## src/rtl/ps2_rx_sequencer.sv

```systemverilog
// PS/2 keyboard receiver: synchronizes PS2_CLK/PS2_DATA, frames 11-bit packets, folds E0/F0 prefixes
// into flags and queues {ext, break, code} in a small FIFO. Define PS2_PARITY_CHECK_EN to reject bad parity.
module ps2_rx_sequencer #(
    parameter int unsigned TIMEOUT_CYC     = 50000,
    parameter int unsigned FIFO_DEPTH_LOG2 = 2
) (
    input  logic       CLK,
    input  logic       reset,
    input  logic       PS2_CLK,
    input  logic       PS2_DATA,
    output logic       key_valid,
    input  logic       key_ready,
    output logic [7:0] key_code,
    output logic       key_break,
    output logic       key_ext,
    output logic       frame_err,
    output logic       timeout_err,
    output logic       overflow
);

    localparam int unsigned DEPTH = 1 << FIFO_DEPTH_LOG2;
    localparam int unsigned CW    = FIFO_DEPTH_LOG2 + 1;
    localparam int unsigned TW    = $clog2(TIMEOUT_CYC + 1);

    typedef enum logic [1:0] {IDLE, DATA, PARITY, STOP} state_t;
    state_t state, state_nx;

    logic clk_s1, clk_s2, clk_prev, data_s1, data_s2;
    logic fall;

    logic [2:0]    bit_cnt;
    logic [7:0]    shreg;
    logic          par_bit;
    logic [TW-1:0] tcnt;
    logic          tmo;
    logic          parity_ok;
    logic          frame_ok;
    logic          flag_ext, flag_brk;
    logic          wr_pend;
    logic [9:0]    wr_entry;

    logic [9:0]                 mem [DEPTH];
    logic [FIFO_DEPTH_LOG2-1:0] wr_ptr, rd_ptr;
    logic [CW-1:0]              count;
    logic                       pop, full, do_wr;
    logic [9:0]                 head;

    // Clock synchronizer idles high so reset release cannot fake a falling edge
    always_ff @(posedge CLK) begin
        if (reset) begin
            clk_s1   <= 1'b1;
            clk_s2   <= 1'b1;
            clk_prev <= 1'b1;
            data_s1  <= 1'b0;
            data_s2  <= 1'b0;
        end else begin
            clk_s1   <= PS2_CLK;
            clk_s2   <= clk_s1;
            clk_prev <= clk_s2;
            data_s1  <= PS2_DATA;
            data_s2  <= data_s1;
        end
    end

    assign fall = clk_prev & ~clk_s2;
    assign tmo  = (state != IDLE) && !fall && (tcnt == TW'(TIMEOUT_CYC - 1));

`ifdef PS2_PARITY_CHECK_EN
    assign parity_ok = ^{shreg, par_bit};
`else
    assign parity_ok = 1'b1;
`endif
    assign frame_ok = data_s2 & parity_ok;

    always_ff @(posedge CLK) begin
        if (reset) state <= IDLE;
        else       state <= state_nx;
    end

    always_comb begin
        state_nx = state;
        if (tmo) begin
            state_nx = IDLE;
        end else if (fall) begin
            case (state)
                IDLE:    if (!data_s2) state_nx = DATA;
                DATA:    if (bit_cnt == 3'd7) state_nx = PARITY;
                PARITY:  state_nx = STOP;
                STOP:    state_nx = IDLE;
                default: state_nx = IDLE;
            endcase
        end
    end

    always_ff @(posedge CLK) begin
        if (reset) begin
            bit_cnt     <= '0;
            shreg       <= '0;
            par_bit     <= 1'b0;
            tcnt        <= '0;
            flag_ext    <= 1'b0;
            flag_brk    <= 1'b0;
            wr_pend     <= 1'b0;
            wr_entry    <= '0;
            frame_err   <= 1'b0;
            timeout_err <= 1'b0;
        end else begin
            frame_err   <= 1'b0;
            timeout_err <= tmo;
            wr_pend     <= 1'b0;
            if (state == IDLE || fall || tmo) tcnt <= '0;
            else                              tcnt <= tcnt + 1'b1;
            if (fall) begin
                case (state)
                    IDLE:   bit_cnt <= '0;
                    DATA: begin
                        shreg   <= {data_s2, shreg[7:1]};
                        bit_cnt <= bit_cnt + 3'd1;
                    end
                    PARITY: par_bit <= data_s2;
                    STOP: begin
                        if (!frame_ok) begin
                            frame_err <= 1'b1;
                            flag_ext  <= 1'b0;
                            flag_brk  <= 1'b0;
                        end else if (shreg == 8'hE0) begin
                            flag_ext <= 1'b1;
                        end else if (shreg == 8'hF0) begin
                            flag_brk <= 1'b1;
                        end else begin
                            wr_pend  <= 1'b1;
                            wr_entry <= {flag_ext, flag_brk, shreg};
                            flag_ext <= 1'b0;
                            flag_brk <= 1'b0;
                        end
                    end
                    default: ;
                endcase
            end
        end
    end

    assign pop   = key_valid & key_ready;
    assign full  = (count == CW'(DEPTH));
    assign do_wr = wr_pend & (~full | pop);

    // A write into a full FIFO is still accepted when the head is popped in the same cycle
    always_ff @(posedge CLK) begin
        if (reset) begin
            wr_ptr   <= '0;
            rd_ptr   <= '0;
            count    <= '0;
            overflow <= 1'b0;
        end else begin
            overflow <= wr_pend & full & ~pop;
            if (do_wr) begin
                mem[wr_ptr] <= wr_entry;
                wr_ptr      <= wr_ptr + 1'b1;
            end
            if (pop) rd_ptr <= rd_ptr + 1'b1;
            case ({do_wr, pop})
                2'b10:   count <= count + 1'b1;
                2'b01:   count <= count - 1'b1;
                default: count <= count;
            endcase
        end
    end

    always_comb begin
        head      = mem[rd_ptr];
        key_valid = (count != '0);
        key_code  = key_valid ? head[7:0] : '0;
        key_break = key_valid & head[8];
        key_ext   = key_valid & head[9];
    end

endmodule

```

## config.mk

```make
export PLATFORM = sky130hd
export DESIGN_NAME = ps2_rx_sequencer
export DESIGN_NICKNAME = d
export VERILOG_FILES = /design/src/rtl/ps2_rx_sequencer.sv
export SDC_FILE = /design/constraint.sdc
export NUM_CORES = 1
export LEC_CHECK = 0
export BUFFER_PORTS_ARGS = -buffer_cell sky130_fd_sc_hd__buf_2
export CORE_MARGIN = 3
export CORE_UTILIZATION = 28
export CTS_CLUSTER_SIZE = 16
export DETAILED_ROUTE_END_ITERATION = 6
export PLACE_DENSITY_LB_ADDON = 0.2
export SETUP_SLACK_MARGIN = 0.2
export SLEW_MARGIN = 5
export SYNTH_ARGS = -nofsm -noshare
export SYNTH_HDL_FRONTEND = slang
export SYNTH_SLANG_ARGS = --single-unit
```

## constraint.sdc

```tcl
create_clock -name CLK -period 2.85 [get_ports CLK]
set_input_delay 0.57 -clock CLK [delete_from_list [all_inputs] [get_ports CLK]]
set_output_delay 0.57 -clock CLK [all_outputs]
set_load 0.01 [all_outputs]
```

==> run_results.csv <==
group,metric,value,unit
placed_design,dp_hpwl,4.92,mm
cells_and_area,nFillCells,1394,
timing,rsz0062_at_grt,"no",
cells_and_area,fin_nets,373,
clock_network,path_clk_slew,0.07,ns
clock_network,cts_max_level,3,
worst_hold_path,hold_start,"PS2_CLK",
timing,slew_violations,0,
global_route,use_met3,3.01,%
synthesis,syn_avg_cell_area,11.9,um2
synthesis,synth.ff_latch_count,99,
floorplanning,die_area,0.0158,mm2
cells_and_area,register_area,0.00238,mm2
synthesis,syn_nets,354,
synthesis,ys_top_cells_by_area,"edfxtp_1 30%, dfxtp_1 29%, mux4_2 5.6%",
timing,hold_viol,0,
setup_path,critical_path_class,"register to register",
synthesis,synthCells,337,
synthesis,synth_ff_type,"dfxtp_1",
routing,drc,0,
worst_hold_path,hp-class,"input port to register",
setup_path,reg2reg_from,"count[1]",
routing,via_count,2455,
timing,layout_min_cycle_time,2.36,ns
timing,fin_ws,0.491,ns
clock_network,worstSkewPairLatency,0.34,ns
global_route,grt_pass1_wl,12.2,mm
clock_network,cts_buffers,9,
setup_path,worstPathRequired,3.08,ns
routing,ant_nets,0,
power,vdd_drop_max,285,uV
clock_network,cts_resized,0,
synthesis,synth.most_common_cell,"dfxtp_1",
clock_network,clk_path_buf_depth,2,
timing,worst_pin_slew,0.550,ns
timing,clock_skew,0.00973,ns
synthesis,synth_cell_types,47,
clock_network,cts_hold_buf,0,
timing,fmax,0.424,GHz
global_route,grt_max_degree,25,
setup_path,critical_path.endpoint_type,"register",
global_route,grtUsageMet2,15.0,%
global_route,grt_overflow,0,
synthesis,synth_area,0.00402,mm2
synthesis,synth_edf_count,40,
placed_design,dp.cells,525,
cells_and_area,fin_cells,541,
setup_path,start_kind,"register",
floorplanning,io_pins,19,
synthesis,yosysTopAreaCellShare,29.9,%
setup_path,r2r_cells,7,
timing,min_period_over_period,82.8,%
global_route,antenna_found_initial,0,
clock_network,post-cts-setup-buffers,0,
floorplanning,coreArea,0.0139,mm2
global_route,grt_busiest_layer,"met2",
routing,dr.pass1.iters,4,
timing,setup_viol,0,
synthesis,ys.warnings.count,0,
cells_and_area,n_antenna_cell,0,
clock_network,cts_tree,"built",
synthesis,synth_common_cells,"59 x dfxtp_1, 43 x nor2_1, 40 x edfxtp_1",
synthesis,yosys.area.top_type,"edfxtp_1",
setup_path,rr_endpoint,"count[1]",
cells_and_area,multi_input_area,0.00152,mm2
power,p_per_area,578,mW/mm2
run_status,status,"finished clean",
routing,vias_per_cell,4.54,
worst_hold_path,whs_endpoint,"clk_s1",
floorplanning,start_util,28.8,%
power,p_leak,1.55,nW
clock_network,cts-root-buf,"clkbuf_16",
floorplanning,num_rows,43,
placed_design,portBuffers,18,
global_route,grt_use_total,9.68,%
synthesis,seq_area_frac_synth,59.3,%
setup_path,reg2reg_slack,0.49,ns
global_route,first_global_vias,2468,
timing,tns,0,ns
cells_and_area,syn_to_final_growth,14.0,%
floorplanning,die_w,126,um
cells_and_area,drive_gt1_share,15.5,%
routing,wirelength,7.20,mm
setup_path,cp_data_arrival_time,2.58,ns
run,drv_cap,0,
clock_network,cts.sinks,99,
worst_hold_path,hold-path-cell-count,2,
global_route,gr-usage-met1,12.6,%
routing,drtIter0Drc,156,
placed_design,place_ws,0.464,ns
routing,wl_per_cell,13.3,um
timing,maxSlewHeadroom,63.4,%
setup_path,crit_fanout,14,
placed_design,routabilityCongestion,0.749,
synthesis,postSynth.asyncResetShare,0,%
floorplanning,dieHeight,126,um
## power by group
part	internal [mW]	leakage, nW	switching (mW)
clock network	0.604	0.134	0.537
registers	1.46	0.847	0.00311
logic	0.0119	0.565	0.0245
## per-layer routing
metal  routed length (um)  share of wire [%]
met5                    0                  0
met4                  108                1.5
met3                  283                3.9
met2                 3340                 46
met1                 3470                 48
## cell type report
cell class / count / share of cell area, %
flip-flops and latches: 99 / 52.0
multi-input cells: 213 / 33.3
clock buffers: 9 / 4.92
well taps: 180 / 4.92
repair buffers: 23 / 2.79
clock inverters: 7 / 1.26
inverters: 10 / 0.820
## worst max-delay path by stage
stage	startpoint	endpoint	slack, ns	cells after the start
floorplan	key_ready	count[1]	0.69	7
global placement	count[1]	count[1]	0.58	7
detailed placement	count[1]	count[1]	0.46	7
CTS	count[1]	count[1]	0.45	7
global route	count[1]	count[1]	0.32	7
finish	count[1]	count[1]	0.49	7
## worst max-delay path, stage by stage, from the launching register on
cell,delay [ns]
dfxtp_1,0.47
or3_1,0.39
nand2_1,0.13
or2_2,0.31
fa_1,0.46
nand2_1,0.08
a21oi_1,0.06
a2111oi_0,0.36
## logic make-up (layout without fill, tap and decap cells)
group | count (synthesis) | after routing | share of synthesized area [%]
AO/OA/AOI/OAI | 26 | 26 | 4.08
flip-flops | 99 | 99 | 59.3
XOR/XNOR | 18 | 18 | 3.93
AND/OR/NAND/NOR | 133 | 133 | 16.7
adder cells (fa/ha/maj) | 12 | 12 | 3.93
buffers and inverters | 25 | 49 | 2.87
multiplexers | 24 | 24 | 9.13
## cell usage in the layout (no fill, tap or decap), types with 2 or more instances in the layout
master / n
nor2_1: 43
and2_1: 16
xnor2_1: 10
clkinvlp_4: 2
xor2_1: 8
nor4_1: 5
inv_6: 2
inv_1: 10
clkbuf_16: 9
nand3b_1: 3
nand2_1: 28
a31oi_1: 3
mux4_2: 10
or4b_1: 2
o21ai_0: 2
a22oi_1: 2
buf_2: 18
nor3_1: 6
mux2i_1: 13
ha_1: 11
edfxtp_1: 40
buf_4: 5
nand3_1: 6
nand4_1: 4
dfxtp_1: 59
or2_2: 4
nor2b_1: 5
a21oi_1: 12
nand2b_1: 2
## metrics by stage
step	instance area [um2]	utilization (%)	total power [mW]	hold slack [ns]
6_report	4580	32.9	2.65	0.409
5_1_grt	4580	32.9	2.77	0.405
4_1_cts	4580	32.9	2.69	0.393
3_5_place_dp	4300	30.8	1.54	0.397
3_3_place_gp	4300	30.8	1.54	0.398
2_1_floorplan	4020	-	1.53	0.389
## sequential cells by signal, indices dropped and copies added (netlist names), 2 cells and up, named ones only
register / cells
mem: 40
rd_ptr: 2
count: 3
wr_entry: 10
bit_cnt: 3
state: 2
wr_ptr: 2
shreg: 8
tcnt: 16
Power figures use the tool's default switching activity.
